$ cat config.mk
export PLATFORM = sky130hd
export DESIGN_NAME = sha1_block_sched_flat
export DESIGN_NICKNAME = d
export VERILOG_FILES = /design/src/rtl/sha1_block_sched_if.sv /design/src/rtl/sha1_block_sched.sv /design/src/flat_wrapper.sv
export SDC_FILE = /design/constraint.sdc
export NUM_CORES = 1
export LEC_CHECK = 0
export CAP_MARGIN = 10
export CORE_AREA = 2 2 355 357
export DETAILED_ROUTE_END_ITERATION = 8
export DIE_AREA = 0 0 357 359
export PLACE_DENSITY_LB_ADDON = 0.2
export SETUP_SLACK_MARGIN = 0.1
export SYNTH_ARGS = -nofsm -noshare
export SYNTH_HDL_FRONTEND = slang
export SYNTH_SLANG_ARGS = --single-unit
$ cat constraint.sdc
create_clock -name clk -period 3.7 [get_ports clk]
set_input_delay 0.74 -clock clk [delete_from_list [all_inputs] [get_ports clk]]
set_output_delay 0.74 -clock clk [all_outputs]
set_load 0.02 [all_outputs]
$ cat src/rtl/sha1_block_sched_if.sv
// sha1_block_sched_if
//   Bundles every bus of the SHA-1 block scheduler: two 32-bit word
//   requesters, the 512-bit block / 160-bit digest path to the external
//   SHA-1 core, the digest output handshake and the busy flag.
//   Modports:
//     slave  - the scheduler itself (consumes requests, drives core and digest)
//     master - the surrounding system (requesters, core, digest consumer)
interface sha1_block_sched_if;
    logic         rq0_valid;
    logic         rq1_valid;
    logic [31:0]  rq0_data;
    logic [31:0]  rq1_data;
    logic         rq0_ready;
    logic         rq1_ready;
    logic         core_enable;
    logic [511:0] core_data;
    logic [159:0] core_result;
    logic         core_done;
    logic         dig_valid;
    logic         dig_ready;
    logic [159:0] dig_data;
    logic         dig_id;
    logic         dig_err;
    logic         busy;

    modport slave (
        input  rq0_valid, rq1_valid, rq0_data, rq1_data,
        input  core_result, core_done, dig_ready,
        output rq0_ready, rq1_ready, core_enable, core_data,
        output dig_valid, dig_data, dig_id, dig_err, busy
    );

    modport master (
        output rq0_valid, rq1_valid, rq0_data, rq1_data,
        output core_result, core_done, dig_ready,
        input  rq0_ready, rq1_ready, core_enable, core_data,
        input  dig_valid, dig_data, dig_id, dig_err, busy
    );
endinterface

$ cat src/rtl/sha1_block_sched.sv
// sha1_block_sched
//   Round-robin collects one 16-word block from requester 0 or 1, hands it
//   to an external SHA-1 core with a one-cycle enable, waits for the core to
//   acknowledge (core_done low) and complete (core_done high) under a
//   watchdog, then presents the digest with the requester index.
//   Ports:
//     clk      - sole clock, rising edge
//     reset_n  - asynchronous active-low reset
//     bus      - sha1_block_sched_if.slave (requesters, core, digest, busy)
//   Parameter:
//     TIMEOUT  - cycles allowed in ACK/RUN before the block is abandoned
//
//   state | meaning
//   IDLE  | no block in flight; arbitrate between requesters
//   LOAD  | accepting 16 words from the granted requester
//   START | core_enable pulse, watchdog timer cleared
//   ACK   | waiting for core_done low (core took the block)
//   RUN   | waiting for core_done high, or watchdog expiry
//   OUT   | digest presented until dig_ready
module sha1_block_sched #(
    parameter int TIMEOUT = 127
) (
    input  logic              clk,
    input  logic              reset_n,
    sha1_block_sched_if.slave bus
);
    typedef enum logic [2:0] {IDLE, LOAD, START, ACK, RUN, OUT} state_t;

    localparam int TW = (TIMEOUT < 2) ? 1 : $clog2(TIMEOUT + 1);
    localparam logic [TW-1:0] TIMER_TC = TW'(TIMEOUT);

    state_t        state;
    state_t        state_nxt;
    logic          grant;
    logic          last_grant;
    logic          pick;
    logic [3:0]    count;
    logic [TW-1:0] timer;
    logic [511:0]  block;
    logic [159:0]  digest;
    logic          err;
    logic          any_valid;
    logic          word_hs;
    logic          timer_tc;

    assign any_valid = bus.rq0_valid | bus.rq1_valid;
    // On a tie the requester that was not served last wins; otherwise
    // whichever one is asking.
    assign pick      = (bus.rq0_valid & bus.rq1_valid) ? ~last_grant : bus.rq1_valid;
    assign word_hs   = (state == LOAD) & (grant ? bus.rq1_valid : bus.rq0_valid);
    assign timer_tc  = (timer == TIMER_TC);

    always_ff @(posedge clk or negedge reset_n) begin
        if (!reset_n) state <= IDLE;
        else          state <= state_nxt;
    end

    always_comb begin
        state_nxt = state;
        unique case (state)
            IDLE:    if (any_valid) state_nxt = LOAD;
            LOAD:    if (word_hs && count == 4'd15) state_nxt = START;
            START:   state_nxt = ACK;
            ACK:     if (!bus.core_done) state_nxt = RUN;
                     else if (timer_tc)  state_nxt = OUT;
            RUN:     if (bus.core_done || timer_tc) state_nxt = OUT;
            OUT:     if (bus.dig_ready) state_nxt = IDLE;
            default: state_nxt = IDLE;
        endcase
    end

    always_ff @(posedge clk or negedge reset_n) begin
        if (!reset_n) begin
            grant      <= 1'b0;
            last_grant <= 1'b1;
            count      <= 4'd0;
            timer      <= '0;
            block      <= '0;
            digest     <= '0;
            err        <= 1'b0;
        end else begin
            unique case (state)
                IDLE: begin
                    if (any_valid) begin
                        grant <= pick;
                        count <= 4'd0;
                    end
                end
                LOAD: begin
                    if (word_hs) begin
                        block[{count, 5'd0} +: 32] <= grant ? bus.rq1_data : bus.rq0_data;
                        count <= count + 4'd1;
                    end
                end
                START: timer <= '0;
                ACK: begin
                    timer <= timer + 1'b1;
                    // A core that never drops done is abandoned like a hung one.
                    if (bus.core_done && timer_tc) begin
                        digest <= '0;
                        err    <= 1'b1;
                    end
                end
                RUN: begin
                    timer <= timer + 1'b1;
                    if (bus.core_done) begin
                        digest <= bus.core_result;
                        err    <= 1'b0;
                    end else if (timer_tc) begin
                        digest <= '0;
                        err    <= 1'b1;
                    end
                end
                OUT: if (bus.dig_ready) last_grant <= grant;
                default: ;
            endcase
        end
    end

    assign bus.rq0_ready   = (state == LOAD) & ~grant;
    assign bus.rq1_ready   = (state == LOAD) &  grant;
    assign bus.core_enable = (state == START);
    assign bus.core_data   = block;
    assign bus.dig_valid   = (state == OUT);
    assign bus.dig_data    = digest;
    assign bus.dig_id      = grant;
    assign bus.dig_err     = err;
    assign bus.busy        = (state != IDLE);
endmodule

$ cat src/flat_wrapper.sv
// flat-port wrapper written by rule: the top's interface ports become plain ports
module sha1_block_sched_flat 
#(
    parameter int TIMEOUT = 127
)
  (clk, reset_n, bus_rq0_valid, bus_rq1_valid, bus_rq0_data, bus_rq1_data, bus_core_result, bus_core_done, bus_dig_ready, bus_rq0_ready, bus_rq1_ready, bus_core_enable, bus_core_data, bus_dig_valid, bus_dig_data, bus_dig_id, bus_dig_err, bus_busy);
  sha1_block_sched_if bus_i ();
  input  logic clk;
  input  logic reset_n;
  input wire logic [$bits(bus_i.rq0_valid)-1:0] bus_rq0_valid;
  input wire logic [$bits(bus_i.rq1_valid)-1:0] bus_rq1_valid;
  input wire logic [$bits(bus_i.rq0_data)-1:0] bus_rq0_data;
  input wire logic [$bits(bus_i.rq1_data)-1:0] bus_rq1_data;
  input wire logic [$bits(bus_i.core_result)-1:0] bus_core_result;
  input wire logic [$bits(bus_i.core_done)-1:0] bus_core_done;
  input wire logic [$bits(bus_i.dig_ready)-1:0] bus_dig_ready;
  output wire logic [$bits(bus_i.rq0_ready)-1:0] bus_rq0_ready;
  output wire logic [$bits(bus_i.rq1_ready)-1:0] bus_rq1_ready;
  output wire logic [$bits(bus_i.core_enable)-1:0] bus_core_enable;
  output wire logic [$bits(bus_i.core_data)-1:0] bus_core_data;
  output wire logic [$bits(bus_i.dig_valid)-1:0] bus_dig_valid;
  output wire logic [$bits(bus_i.dig_data)-1:0] bus_dig_data;
  output wire logic [$bits(bus_i.dig_id)-1:0] bus_dig_id;
  output wire logic [$bits(bus_i.dig_err)-1:0] bus_dig_err;
  output wire logic [$bits(bus_i.busy)-1:0] bus_busy;
  assign bus_i.rq0_valid = bus_rq0_valid;
  assign bus_i.rq1_valid = bus_rq1_valid;
  assign bus_i.rq0_data = bus_rq0_data;
  assign bus_i.rq1_data = bus_rq1_data;
  assign bus_i.core_result = bus_core_result;
  assign bus_i.core_done = bus_core_done;
  assign bus_i.dig_ready = bus_dig_ready;
  assign bus_rq0_ready = bus_i.rq0_ready;
  assign bus_rq1_ready = bus_i.rq1_ready;
  assign bus_core_enable = bus_i.core_enable;
  assign bus_core_data = bus_i.core_data;
  assign bus_dig_valid = bus_i.dig_valid;
  assign bus_dig_data = bus_i.dig_data;
  assign bus_dig_id = bus_i.dig_id;
  assign bus_dig_err = bus_i.dig_err;
  assign bus_busy = bus_i.busy;
  sha1_block_sched #(.TIMEOUT(TIMEOUT)) u_core (.clk(clk), .reset_n(reset_n), .bus(bus_i));
endmodule
==> flow_summary.yaml <==
status:
  outcome: "complete, no violations"
grt:
  grt_max_degree: 99
  grt_util_all_layers_pct: 18.4
  antenna_found_initial: 34
  grt_overflow: 0
  grt_pass1_wl_um: 167000
  grt_pass1_vias: 20151
sta:
  hold_slack_ps: 30.3
  final_hold_viol_count: 0
  slew-limit-headroom_pct: 33.1
  max_freq_ghz: 0.297
  clock-skew-final_ps: 40.2
  grt_setup_unrepaired: "no"
  setup_viol: 0
  tightestPinTransition_ps: 982
  maxSlewViolCount: 0
  period_needed_ps: 3360
  min_period_over_period_pct: 90.9
  final.setup.tns_ps: 0
clocking:
  cts_resized: 0
  cts_tree: "yes"
  cts_sinks: 689
  clockRootBuffer: "clkbuf_16"
  htreeDepth: 3
  cts_hold_buf: 0
  max-clock-path-buffers: 3
  cts_setup_buffers: 0
  cts_buffers: 86
  path_clk_slew_ps: 60
  clk_latency_ps: 700
floorplanning:
  ioPinCount: 909
  placementRows: 130
  die_w_um: 357
  dieArea_mm2: 0.128
  core-area_mm2: 0.125
  die_h_um: 359
  initial_core_util_pct: 21.2
job:
  drv_cap: 0
yosys:
  synth_cell_types: 54
  yosysSeqAreaShare_pct: 65.3
  avgSynthCellArea_um2: 13.4
  ys_seq_elements: 689
  synth_ff_type: "dfrtp_1"
  synth_nets: 2198
  ys_warn_count: 0
  synthArstFlopShare_pct: 100
  syn-cell-area_mm2: 0.0264
  synth_edf_count: 0
  synthCells: 1965
setup_path:
  rr_worst_depth: 7
  r2r_end: "u_core.bus.core_data[71]"
  path_class: "reg2out"
  worst_ep_arrival_time_ps: 2620
  r2r_slack_ps: 680
  crit_chain: "nor2b_1 -> and2_1 -> clkdlybuf4s50_1"
  crit_end: "bus_dig_valid"
  cp-end-kind: "output pin"
  startpoint_type: "flop"
  crit_slowest_cell: "clkdlybuf4s50_1"
  crit_required_ps: 2960
  cp_max_fo: 14
  slowest_delay_ps: 670
  crit_start: "u_core.state[2]"
  rr_startpoint: "u_core.count[1]"
min_path:
  min_path_type: "in2async"
pwr:
  netSwitchingFraction_pct: 37.8
  cellPowerDensity_mw_per_mm2: 856
  power.total_mw: 35.3
  p_int_mw: 22.0
  peakVddDrop_mv: 0.459
  p_clk_share_pct: 25.4
  switchingPower_mw: 13.4
  seq_power_share_pct: 32.3
  p_comb_share_pct: 42.2
  leakagePower_nw: 17.9
final_layout:
  nFillCells: 12592
  synthToLayoutAreaGrowth_pct: 56.3
  drive_gt1_share_pct: 17.3
  instances_no_fill: 4627
  final_nets: 3133
  final_cell_area_mm2: 0.0412
placed_design:
  io_buffers: 908
  place_inst: 4462
  gp_congestion: 0.800
  dp_hpwl_um: 87800
  postPlaceCellArea_mm2: 0.0382
routing:
  drc: 0
  firstDrtPassIters: 4
  vias: 19734
  drt_iter0_markers: 1244
  drtAntennaViolNets: 0
  via_per_inst: 4.26
  wirelength_um: 120000
  wire_per_inst_um: 26.0
-- cell type report --
| class | instances | area [um2] | area share, % |
|---|---|---|---|
| Antenna cell | 13 | 32.5 | 0.0789 |
| Sequential cell | 689 | 17200 | 41.8 |
| Tap cell | 1650 | 2060 | 5.00 |
| Clock buffer | 123 | 2490 | 6.04 |
| Clock inverter | 29 | 514 | 1.25 |
| Multi-Input combinational cell | 1128 | 8820 | 21.4 |
| Inverter | 9 | 33.8 | 0.0819 |
| Timing Repair Buffer | 986 | 10000 | 24.3 |
-- cell families (layout without fill, tap and decap cells) --
family / after synthesis / count (layout) / synth area share, %
other: 0 / 13 / 0
and+or+nand+nor: 309 / 309 / 5.15
AOI/OAI and AO/OA: 485 / 485 / 12.2
buffers and inverters: 148 / 1147 / 2.46
muxes: 322 / 322 / 14.4
adders and majority gates: 3 / 3 / 0.142
xor gates and xnor gates: 9 / 9 / 0.299
DFF: 689 / 689 / 65.3
-- synthesized netlist by cell type (2+ instances only) --
master / number / share of area [%]
nor3_1: 5 / 0.095
nor4_2: 3 / 0.14
or4_1: 4 / 0.11
mux2i_1: 32 / 1.2
and3b_1: 2 / 0.066
nand4_1: 5 / 0.12
buf_1: 2 / 0.028
and3_1: 3 / 0.071
a32o_1: 2 / 0.076
nor2b_1: 5 / 0.12
nor3b_1: 5 / 0.14
nand3_1: 11 / 0.21
dfrtp_1: 688 / 65
a41oi_1: 4 / 0.13
a211oi_1: 2 / 0.057
xnor2_1: 5 / 0.17
buf_2: 35 / 0.66
a22o_1: 160 / 5.3
o2111ai_1: 3 / 0.10
nand2_1: 235 / 3.3
mux2_2: 194 / 8.3
a31oi_1: 2 / 0.047
or2_2: 3 / 0.071
a21oi_1: 9 / 0.17
xor2_1: 4 / 0.13
mux2_4: 60 / 3.4
nor2_1: 13 / 0.18
nand2b_1: 3 / 0.071
clkbuf_1: 95 / 1.4
and2_1: 4 / 0.095
buf_6: 6 / 0.26
nor4bb_1: 2 / 0.076
o21ai_0: 248 / 4.7
inv_1: 9 / 0.13
o31ai_1: 46 / 1.3
ha_1: 3 / 0.14
mux2_1: 36 / 1.5
-- critical path, delay by kind of cell, from the launching register on --
kind,cells,cell delay [ps]
flops,1,630
simple gates,2,630
buf+inv,1,670
-- placed cells by master, fill, tap and decap left out, types with 5 or more instances in the layout --
master	count
a21oi_1	8
a22o_1	160
buf_12	29
buf_4	49
bufinv_16	10
clkbuf_1	18
clkbuf_16	87
clkbuf_8	18
clkdlybuf4s50_1	907
clkinv_2	9
dfrtp_1	687
diode_2	13
inv_1	9
mux2_1	36
mux2_2	194
mux2_4	60
mux2i_1	11
mux2i_2	9
mux2i_4	12
nand2_1	235
nand3_1	10
nand4_1	5
nor2_1	11
nor2b_1	5
nor3_1	5
nor3b_1	5
o21ai_0	248
o31ai_1	46
-- metrics by stage --
stage,utilization (%),worst slack [ps]
2_1_floorplan,-,1260
3_3_place_gp,30.7,541
3_5_place_dp,30.7,519
4_1_cts,33.1,243
5_1_grt,33.1,184
6_report,33.1,336
-- routing by layer --
metal  part of all wire, %  track usage, %
met1                    44            24.0
met2                    46            28.6
met3                   7.7            5.91
met4                   2.7            6.30
met5                 0.090               0
-- flip-flops by register name, summed over array words and instances, names as in the netlist --
| signal | count |
|---|---|
| u_core.count | 4 |
| u_core.timer | 7 |
| u_core.bus.dig_id | 1 |
| u_core.bus.core_data | 512 |
| u_core.state | 3 |
| u_core.bus.dig_data | 160 |
| u_core.last_grant | 1 |
| u_core.bus.dig_err | 1 |
-- power groups by stage --
stage	Combinational [mW]	Sequential (mW)	Clock, mW
2_1_floorplan	3.82	14.1	0
3_3_place_gp	15.1	11.5	0
3_5_place_dp	15.2	11.5	0
4_1_cts	15.2	11.4	9.28
5_1_grt	15.8	11.7	9.60
6_report	14.9	11.4	8.98
-- how the worst min path moves through the flow --
stage	startpoint	endpoint	slack (ps)
CTS	reset_n	u_core.bus.core_data[100]	4
detailed placement	u_core.bus.core_data[8]	u_core.bus.core_data[8]	470
global route	reset_n	u_core.bus.core_data[100]	20
global placement	u_core.bus.core_data[275]	u_core.bus.core_data[275]	460
finish	reset_n	u_core.bus.core_data[100]	30
floorplan	reset_n	u_core.bus.core_data[0]	440
No activity file was read; power rests on OpenSTA's default activity.
